**config.mk**
```make
export PLATFORM = sky130hd
export DESIGN_NAME = turn_controller
export DESIGN_NICKNAME = d
export VERILOG_FILES = /design/src/rtl/connect4_pkg.sv /design/src/rtl/column_heights.sv /design/src/rtl/turn_controller.sv
export SDC_FILE = /design/constraint.sdc
export NUM_CORES = 1
export LEC_CHECK = 0
export CORE_ASPECT_RATIO = 1.4
export CORE_MARGIN = 1.5
export CORE_UTILIZATION = 30
export DETAILED_ROUTE_END_ITERATION = 10
export PLACE_DENSITY = 0.58
export SETUP_SLACK_MARGIN = 0.3
export SYNTH_ARGS = -nofsm -noshare
export SYNTH_HDL_FRONTEND = slang
export SYNTH_HIERARCHICAL = 1
export SYNTH_SLANG_ARGS = --single-unit
```
**constraint.sdc**
```tcl
create_clock -name clock -period 8.2 [get_ports clock]
set_input_delay 0.82 -clock clock [delete_from_list [all_inputs] [get_ports clock]]
set_output_delay 0.82 -clock clock [all_outputs]
set_load 0.01 [all_outputs]
```
**src/rtl/connect4_pkg.sv**
```systemverilog
// Shared Connect-4 constants: board size, turn-sequencer states and winner codes.
package connect4_pkg;
  localparam int COLS = 7;
  localparam int ROWS = 6;

  typedef enum logic [1:0] {
    SELECT = 2'd0,
    WRITE  = 2'd1,
    CHECK  = 2'd2,
    OVER   = 2'd3
  } state_t;

  localparam logic [1:0] WIN_NONE = 2'b00;
  localparam logic [1:0] WIN_P1   = 2'b01;
  localparam logic [1:0] WIN_P2   = 2'b10;
  localparam logic [1:0] WIN_DRAW = 2'b11;
endpackage

```
**src/rtl/column_heights.sv**
```systemverilog
// Per-column fill counters with one indexed read/increment port.
// Out-of-range indices read as full so callers can treat them as unplayable.
module column_heights #(
  parameter int COLS = 7,
  parameter int ROWS = 6,
  parameter int CW   = 3,
  parameter int RW   = 3
) (
  input  logic          clock,
  input  logic          rst,
  input  logic [CW-1:0] i_idx,
  input  logic          i_inc,
  output logic [RW-1:0] o_fill,
  output logic          o_full
);
  logic [RW-1:0] r_fill [COLS];
  logic          w_in_range;

  assign w_in_range = (i_idx < CW'(COLS));

  always_comb begin
    o_fill = '0;
    o_full = 1'b1;
    if (w_in_range) begin
      o_fill = r_fill[i_idx];
      o_full = (r_fill[i_idx] >= RW'(ROWS));
    end
  end

  always_ff @(posedge clock) begin
    if (rst) begin
      for (int i = 0; i < COLS; i++) r_fill[i] <= '0;
    end else if (i_inc && !o_full) begin
      r_fill[i_idx] <= r_fill[i_idx] + 1'b1;
    end
  end
endmodule

```
**src/rtl/turn_controller.sv**
```systemverilog
// Connect-4 turn sequencer: drop capture, board write, win-check handshake, player hand-over.
//   state  | meaning
//   SELECT | cursor free, waiting for a drop edge
//   WRITE  | one-cycle board write of the captured cell
//   CHECK  | waiting for the win checker verdict
//   OVER   | game finished, inputs ignored until rst
module turn_controller #(
  parameter int COLS = connect4_pkg::COLS,
  parameter int ROWS = connect4_pkg::ROWS,
  parameter int CW   = 3,
  parameter int RW   = 3
) (
  input  logic          clock,
  input  logic          rst,
  input  logic [CW-1:0] col_pos,
  input  logic          drop_btn,
  output logic          move_en,
  output logic          wr_en,
  output logic [CW-1:0] wr_col,
  output logic [RW-1:0] wr_row,
  output logic          wr_player,
  output logic          chk_start,
  input  logic          chk_done,
  input  logic          chk_win,
  output logic          cur_player,
  output logic          reject,
  output logic          game_over,
  output logic [1:0]    winner
);
  import connect4_pkg::*;

  localparam logic [5:0] MOVES_MAX = 6'(COLS * ROWS);

  state_t        r_state, w_state_next;
  logic          r_drop_prev, w_drop_edge;
  logic [CW-1:0] r_wr_col, w_idx;
  logic [RW-1:0] r_wr_row, w_fill;
  logic          r_wr_player, r_chk_start, r_reject, r_cur_player, r_game_over;
  logic [1:0]    r_winner;
  logic [5:0]    r_moves;
  logic          w_full, w_accept;

  assign w_drop_edge = drop_btn & ~r_drop_prev;
  // The counter port reads the cursor column while selecting and the captured column while writing.
  assign w_idx       = (r_state == WRITE) ? r_wr_col : col_pos;
  assign w_accept    = (r_state == SELECT) && w_drop_edge && !w_full;

  column_heights #(.COLS(COLS), .ROWS(ROWS), .CW(CW), .RW(RW)) u_heights (
    .clock  (clock),
    .rst    (rst),
    .i_idx  (w_idx),
    .i_inc  (r_state == WRITE),
    .o_fill (w_fill),
    .o_full (w_full)
  );

  always_comb begin
    w_state_next = r_state;
    case (r_state)
      SELECT: if (w_accept) w_state_next = WRITE;
      WRITE:  w_state_next = CHECK;
      CHECK:  if (chk_done) w_state_next = (chk_win || r_moves == MOVES_MAX) ? OVER : SELECT;
      OVER:   w_state_next = OVER;
      default: w_state_next = SELECT;
    endcase
  end

  always_ff @(posedge clock) begin
    if (rst) begin
      r_state      <= SELECT;
      r_drop_prev  <= 1'b0;
      r_wr_col     <= '0;
      r_wr_row     <= '0;
      r_wr_player  <= 1'b0;
      r_chk_start  <= 1'b0;
      r_reject     <= 1'b0;
      r_cur_player <= 1'b0;
      r_game_over  <= 1'b0;
      r_winner     <= WIN_NONE;
      r_moves      <= '0;
    end else begin
      r_state     <= w_state_next;
      r_drop_prev <= drop_btn;
      r_chk_start <= (r_state == WRITE);
      r_reject    <= (r_state == SELECT) && w_drop_edge && w_full;
      if (w_accept) begin
        r_wr_col    <= col_pos;
        r_wr_row    <= w_fill;
        r_wr_player <= r_cur_player;
      end
      if (r_state == WRITE) r_moves <= r_moves + 6'd1;
      if (r_state == CHECK && chk_done) begin
        // A win on the final move takes precedence over a draw.
        if (chk_win) begin
          r_game_over <= 1'b1;
          r_winner    <= r_cur_player ? WIN_P2 : WIN_P1;
        end else if (r_moves == MOVES_MAX) begin
          r_game_over <= 1'b1;
          r_winner    <= WIN_DRAW;
        end else begin
          r_cur_player <= ~r_cur_player;
        end
      end
    end
  end

  assign move_en    = (r_state == SELECT);
  assign wr_en      = (r_state == WRITE);
  assign wr_col     = r_wr_col;
  assign wr_row     = r_wr_row;
  assign wr_player  = r_wr_player;
  assign chk_start  = r_chk_start;
  assign cur_player = r_cur_player;
  assign reject     = r_reject;
  assign game_over  = r_game_over;
  assign winner     = r_winner;
endmodule

```
Word-level counts from Yosys, hierarchy flattened

Memories as Yosys holds them, arrays and structs flattened.
Index checks and enable logic that the tools add are counted.

Bitwise operators: 5
$lt $le $gt $ge: 2
Equal/unequal tests: 6
Reductions and logical operators: 13
Multiplexer cells: 20
Add/subtract/negate cells: 2

Operator list:

| kind                                                      | count |
|---|---|
| two-way mux 2 bit                                         | 6 |
| two-way mux 3 bit                                         | 4 |
| two-way mux 1 bit                                         | 9 |
| case mux 2 bit (4 select lines)                           | 1 |
| adder 6 x 1 -> 6 bit (second input constant)              | 1 |
| == test 6 bit (second input constant)                     | 1 |
| logical AND 1 bit                                         | 5 |
| == test 2 bit (second input constant)                     | 2 |
| inverter 1 bit                                            | 4 |
| AND reduction 2 bit                                       | 2 |
| adder 3 x 1 -> 3 bit (second input constant)              | 1 |
| greater-or-equal comparator 3 bit (second input constant) | 1 |
| < comparator 3 bit (second input constant)                | 1 |
| AND reduction 3 bit                                       | 1 |
| OR reduction 3 bit                                        | 1 |
| == test 2 x 1 -> 1 bit (second input constant)            | 1 |
| logical NOT 2 bit                                         | 1 |
| != test 2 x 1 -> 1 bit (second input constant)            | 1 |
| != test 2 bit (second input constant)                     | 1 |
| nonzero test 2 bit                                        | 1 |
| AND 1 bit                                                 | 1 |
| logical NOT 1 bit                                         | 1 |
| logical OR 1 bit                                          | 1 |

Memory bits (writable): 21
Output and inout bits: 15
Memories: 1
Bits in registers: 22
Input port bits: 8

Memory list:

| name             | depth | width | rd ports | clocked after Yosys merged registers in | wr ports | line                 | source |
|---|---|---|---|---|---|---|---|
| u_heights.r_fill | 7     | 3     | 1        | 0                                       | 7        | column_heights.sv:16 | `logic [RW-1:0] r_fill [COLS];` |

Depth between registers and ports, before layout

Gate-level depths: netlist of run 1.
An unclocked memory read counts as a cell.

Depth after elaboration: 12
Gate-level depth with buffers: 16
Mapped depth without buffers: 13

Cells and area by module

The synthesis of run 1 kept the hierarchy.

By module, submodules not included:

| module          | times used | cells an instance | seq. area each (um2) | area each (um2) |
|---|---|---|---|---|
| column_heights  | 1          | 113               | 690.7                | 1398.8 |
| turn_controller | 1          | 111               | 440.4                | 980.9 |

Worst setup path before layout of run 1

Ideal clock, no wire load.

Kind: register -> register
Start: reg r_state[1]
End: mem u_heights.r_fill[0][0], enable pin
Period minus slack after synthesis: 3.340 ns
Required time: 7.845 ns
Setup time: 0.355 ns
Stages on the path, launching flop included: 16
Path buffers: 4
Setup slack: 4.860 ns
Arrival time: 2.985 ns
Cells stage by stage: dfxtp_1 buf_6 nand2b_4 buf_6 clkinv_1 nand2_1 nand2_1 buf_6 mux2_4 o22a_2 and2_1 ha_1 a21oi_2 o21ai_1 buf_2 o31ai_1

RTL lines:

| element                | line                  | source |
|---|---|---|
| from (decl)            | turn_controller.sv:34 | `state_t r_state, w_state_next;` |
| from (signal assigned) | turn_controller.sv:82 | `r_state <= w_state_next;` |
| to (decl)              | column_heights.sv:16  |  |

==> metrics.yaml, run 1 <==
status: "finished, final reports clean"
clock.fmax_mhz: 228
powerDensity_nw_per_um2: 186
postCtsSetupBuffers: 0
ff2ff_setup_slack_ns: 3.81
worst-r2r-cell-count: 10
cts_root_buf: "clkbuf_8"
critical_path_class: "register to register"
portBuffers: 22
worstMarginPinSlew_ns: 0.899
finalHoldViolations: 0
path_clk_slew_ns: 0.08
htreeDepth: 2
overflow: 0
cts.sink_count: 46
combPwrFrac_pct: 22.3
drt_first_pass_iters: 4
synth.most_common_cell: "dfxtp_1"
syn_avg_cell_area_sq_um: 10.6
clkLatencyLatePin_ns: 0.29
die_w_um: 78.3
ir_drop_v: 0.0000984
hpwl_um: 3860
ant_nets: 0
multiInputGateArea_sq_um: 1110
crit_end: "u_heights/r_fill[5][0]"
relSlewSlack_pct: 39.6
synth_area_leaders: "edfxtp_1, dfxtp_1, mux4_2"
initial_core_util_pct: 30.9
worstPathArrival_ns: 4.34
cts_buffer_depth: 2
postSynthCellCount: 224
syn2layout_area_growth_pct: 14.1
fp-row-count: 38
grt_pass1_vias: 1783
synth_edf_count: 21
die_h_um: 108
grt_max_degree: 32
finalWeightedCongestion: 0.836
drt_iter0_markers: 99
drcViolationCount: 0
required_ns: 8.15
critPathLaunchType: "register"
fin_skew_ns: 0.0105
power_mw: 0.504
synthArstFlopShare_pct: 0
power_leakage_nw: 0.900
synth_top_area_share_pct: 26.5
grtUsageTotal_pct: 13.4
drive_gt1_share_pct: 12.3
power.internal_mw: 0.356
grt_antenna_before_repair: 0
fin_crit_ns: 4.39
rr_startpoint: "r_state[1]"
wl_per_cell_um: 15.4
nets: 254
hold_path.class: "register to register"
regArea_sq_um: 1130
rr_endpoint: "u_heights/r_fill[5][0]"
cp-startpoint: "r_state[1]"
synth_flop_cell: "dfxtp_1"
crit_fanout: 16
cts_buffers: 5
avgViaCountPerCell: 5.27
via_count: 1807
io_pins: 23
cap_viol_max_count: 0
holdBufCountCts: 0
n_fill_cell: 805
ys_seq_area_share_pct: 47.5
hold_depth: 1
grt_setup_unrepaired: "false"
synth.distinct_cells: 63
drt_wl_total_um: 5290
antennaDiodeCount: 0
cts_tree: "yes"
synth_top_cell_by_area: "edfxtp_1"
yosys-top-cells-count: "dfxtp_1, edfxtp_1, nand2_1, nor2_1"
period_share_pct: 53.5
cts_resized: 0
die_area_sq_um: 8480
switching_share_pct: 29.3
fin_setup_tns_ns: 0
seqPwrFrac_pct: 51.5
yosys_warnings: 6
ys_ff_latch: 46
utilization_pct: 35.3
setup_viol: 0
p_sw_mw: 0.148
fp.coreArea_sq_um: 7700
synth_area_sq_um: 2380
pwr-share-clk_pct: 26.2
grt_first_pass_wirelength_um: 8810
endpoint_kind: "register"
slew_violations: 0
power by group through the flow:
| stage | clock [mW] | combinational, mW | sequential, mW |
|---|---|---|---|
| 4_1_cts | 0.137 | 0.113 | 0.260 |
| 5_1_grt | 0.145 | 0.124 | 0.261 |
| 3_3_place_gp | 0 | 0.112 | 0.265 |
| 3_5_place_dp | 0 | 0.113 | 0.265 |
| 2_1_floorplan | 0 | 0.0878 | 0.262 |
| 6_report | 0.132 | 0.113 | 0.260 |
per-stage QoR:
step / hold WS (ns) / std cells / setup slack, ns / cell area, sq um
floorplan: 0.445 / 226 / 4.86 / 2390
global placement: 0.453 / 335 / 3.71 / 2640
detailed placement: 0.458 / 335 / 3.64 / 2640
CTS: 0.481 / 343 / 3.81 / 2720
global route: 0.500 / 343 / 3.46 / 2720
finish: 0.476 / 343 / 3.81 / 2720
state kept, by name, indices dropped and copies added (netlist names), 2 cells and up:
name              flops
r_state               2
u_heights/r_fill     24
r_moves               6
winner                2
wr_row                3
wr_col                3
worst max-delay path, cell delays in order, from the launching register on:
cell and delay (ns):
dfxtp_1 0.53, nand2b_4 0.25, clkinv_1 0.32, nand2_1 0.16
nand2_1 0.42, mux4_2 0.67, mux2i_4 0.23, ha_1 0.26
a21oi_2 0.08, o21ai_1 0.73, a2bb2oi_1 0.39
cells in the final DEF (no fill, tap or decap), drive strengths merged, types with 3 or more instances in the layout:
cell	n
nor4	13
mux2i	3
o31ai	3
nand2	15
conb	3
mux2	4
ha	4
clkbuf	8
inv	8
a21oi	14
and2	3
dfxtp	25
clkdlybuf4s50	22
nor2	15
edfxtp	21
nand2b	4
nor2b	3
mux4	4
nand3	12
nor3	4
o21ai	15
area by class of cell:
type	instances	area share (%)
multi-input cells	156	41.0
repair buffers	23	8.39
well taps	100	4.61
clock buffers	8	2.95
inverters	10	1.38
flip-flops and latches	46	41.7
metal layers:
| metal | part of all wire (%) | vias up | GRT usage [%] |
|---|---|---|---|
| li1 | - | 868 | - |
| met1 | 40 | 867 | 15.0 |
| met2 | 54 | 61 | 24.7 |
| met3 | 4.1 | 11 | 2.19 |
| met4 | 2.4 | 0 | 5.61 |
| met5 | 0 | - | 0 |
cell families after synthesis:
logic type | Yosys count | share of synthesized area [%]
compound gates | 52 | 15.1
mux | 11 | 8.15
buf+inv | 24 | 5.99
simple gates | 83 | 19.9
fa+ha+maj | 4 | 2.10
other cells | 1 | 0.158
flops | 46 | 47.5
xor+xnor | 3 | 1.10
how the worst min path moves through the flow:
stage                                      start                     end  slack (ns)
after CTS                              game_over               game_over        0.48
final                                  game_over               game_over        0.48
after global placement                 game_over               game_over        0.45
after floorplan           u_heights/r_fill[6][0]  u_heights/r_fill[6][0]        0.44
after detailed placement               game_over               game_over        0.46
after global routing                   game_over               game_over        0.50
(Power assumes the default switching activity.)
==> run 2: changes to the inputs <==
- clock period: 8.2 -> 4.4 ns (I/O delays scaled with it)
==> metrics.yaml, run 2 (synthesis results as in run 1) <==
antennaDiodeCount: 0
fin_setup_tns_ns: 0
fp.coreArea_sq_um: 7700
finalHoldViolations: 0
critical_path_class: "register to register"
grt_max_degree: 32
fin_crit_ns: 3.80
status: "finished, final reports clean"
ant_nets: 0
die_area_sq_um: 8480
syn2layout_area_growth_pct: 16.0
io_pins: 23
cts.sink_count: 46
grt_first_pass_wirelength_um: 8670
clkLatencyLatePin_ns: 0.29
power_leakage_nw: 0.930
multiInputGateArea_sq_um: 1110
drt_first_pass_iters: 4
regMostFlops: "u_heights/r_fill"
fp-row-count: 38
portBuffers: 22
worstPathArrival_ns: 3.76
wl_per_cell_um: 15.0
drive_gt1_share_pct: 14.5
setup_viol: 0
largest_register_ffs: 24
n_fill_cell: 787
finalWeightedCongestion: 0.785
drcViolationCount: 0
holdBufCountCts: 0
crit_top_cell: "nand2_1"
layout_commonest_cell: "dfxtp_1"
worstMarginPinSlew_ns: 0.751
clock.fmax_mhz: 263
slowest_delay_ns: 0.59
powerDensity_nw_per_um2: 343
layout_common_cells: "dfxtp_1, clkdlybuf4s50_1, edfxtp_1"
grt_pass1_vias: 1744
drt_wl_total_um: 5240
hold_path.class: "register to register"
crit_fanout: 13
crit_family: "compound AO/OA/AOI/OAI gates"
die_h_um: 108
cts_buffer_depth: 2
cp_num_buf_inv: 2
period_share_pct: 86.3
path_clk_slew_ns: 0.08
htreeDepth: 2
fin_skew_ns: 0.00480
grtUsageTotal_pct: 13.2
cts_tree: "yes"
postCtsSetupBuffers: 0
endpoint_kind: "register"
required_ns: 4.36
cts_root_buf: "clkbuf_8"
initial_core_util_pct: 30.9
drt_iter0_markers: 57
via_count: 1751
grt_antenna_before_repair: 0
fin_hold_ws_ns: 0.476
nets: 260
grt_setup_unrepaired: "false"
overflow: 0
slew_violations: 0
ir_drop_v: 0.000183
hpwl_um: 3940
die_w_um: 78.3
regArea_sq_um: 1130
avgViaCountPerCell: 5.02
cts_buffers: 5
reg.largest.list: "u_heights/r_fill (24), r_moves (6)"
critPathLaunchType: "register"
cap_viol_max_count: 0
slowest_stage: "dfxtp_1"
worstPathCellList: "nand2b_4 > clkinv_1 > nand2_1 > nand2_1 > buf_4 > mux4_2 > mux2i_4 > ha_1 > a21oi_2 > o21ai_1 > a2bb2oi_1"
relSlewSlack_pct: 49.8
cts_resized: 0
## run 2: worst register-to-register path: cells and delay by family, from the launching register on
kind,cells,cell delay [ns]
and+or+nand+nor,3,0.58
AOI/OAI and AO/OA,3,0.96
DFF,1,0.59
adders and majority gates,1,0.26
buffers and inverters,2,0.32
muxes,2,0.76
## run 2: where the power goes
part           switching, mW  total (mW)  internal [mW]
Sequential            0.0167       0.485          0.468
Combinational          0.127       0.218         0.0912
Clock                  0.130       0.242          0.113
## run 2: worst paths after layout
path	start	endpoint	slack, ns	cells past startpoint
setup reg to reg	r_state[0]	u_heights/r_fill[5][2]	0.60	11
setup / recovery	r_state[0]	u_heights/r_fill[5][2]	0.60	11
hold / removal	game_over	game_over	0.48	1
hold reg to reg	game_over	game_over	0.48	1
## run 2: area by class of cell
class                      instances  share of cell area (%)
sequential                        46                    41.0
multi-input combinational        156                    40.3
timing repair buffer              29                    9.88
tap                              100                    4.53
clock buffer                       8                    2.90
inverter                          10                    1.36
## run 2: through the flow
step                setup WS [ns]  util [%]  cell area [sq um]  total power [mW]  instances
finish                      0.601      35.8               2760             0.946        349
global route                0.336      35.8               2760             0.996        349
CTS                         0.581      35.8               2760             0.955        349
detailed placement          0.442      34.8               2680             0.714        341
global placement            0.545      34.8               2680             0.714        341
floorplan                    1.06         -               2390             0.653        226
## run 2: layer usage
metal	vias to the layer above	routed length [um]	GRT usage (%)
met5	-	0	0
met4	0	62	3.83
met3	6	143	2.45
met2	25	2880	26.0
met1	841	2150	14.0
li1	879	-	-
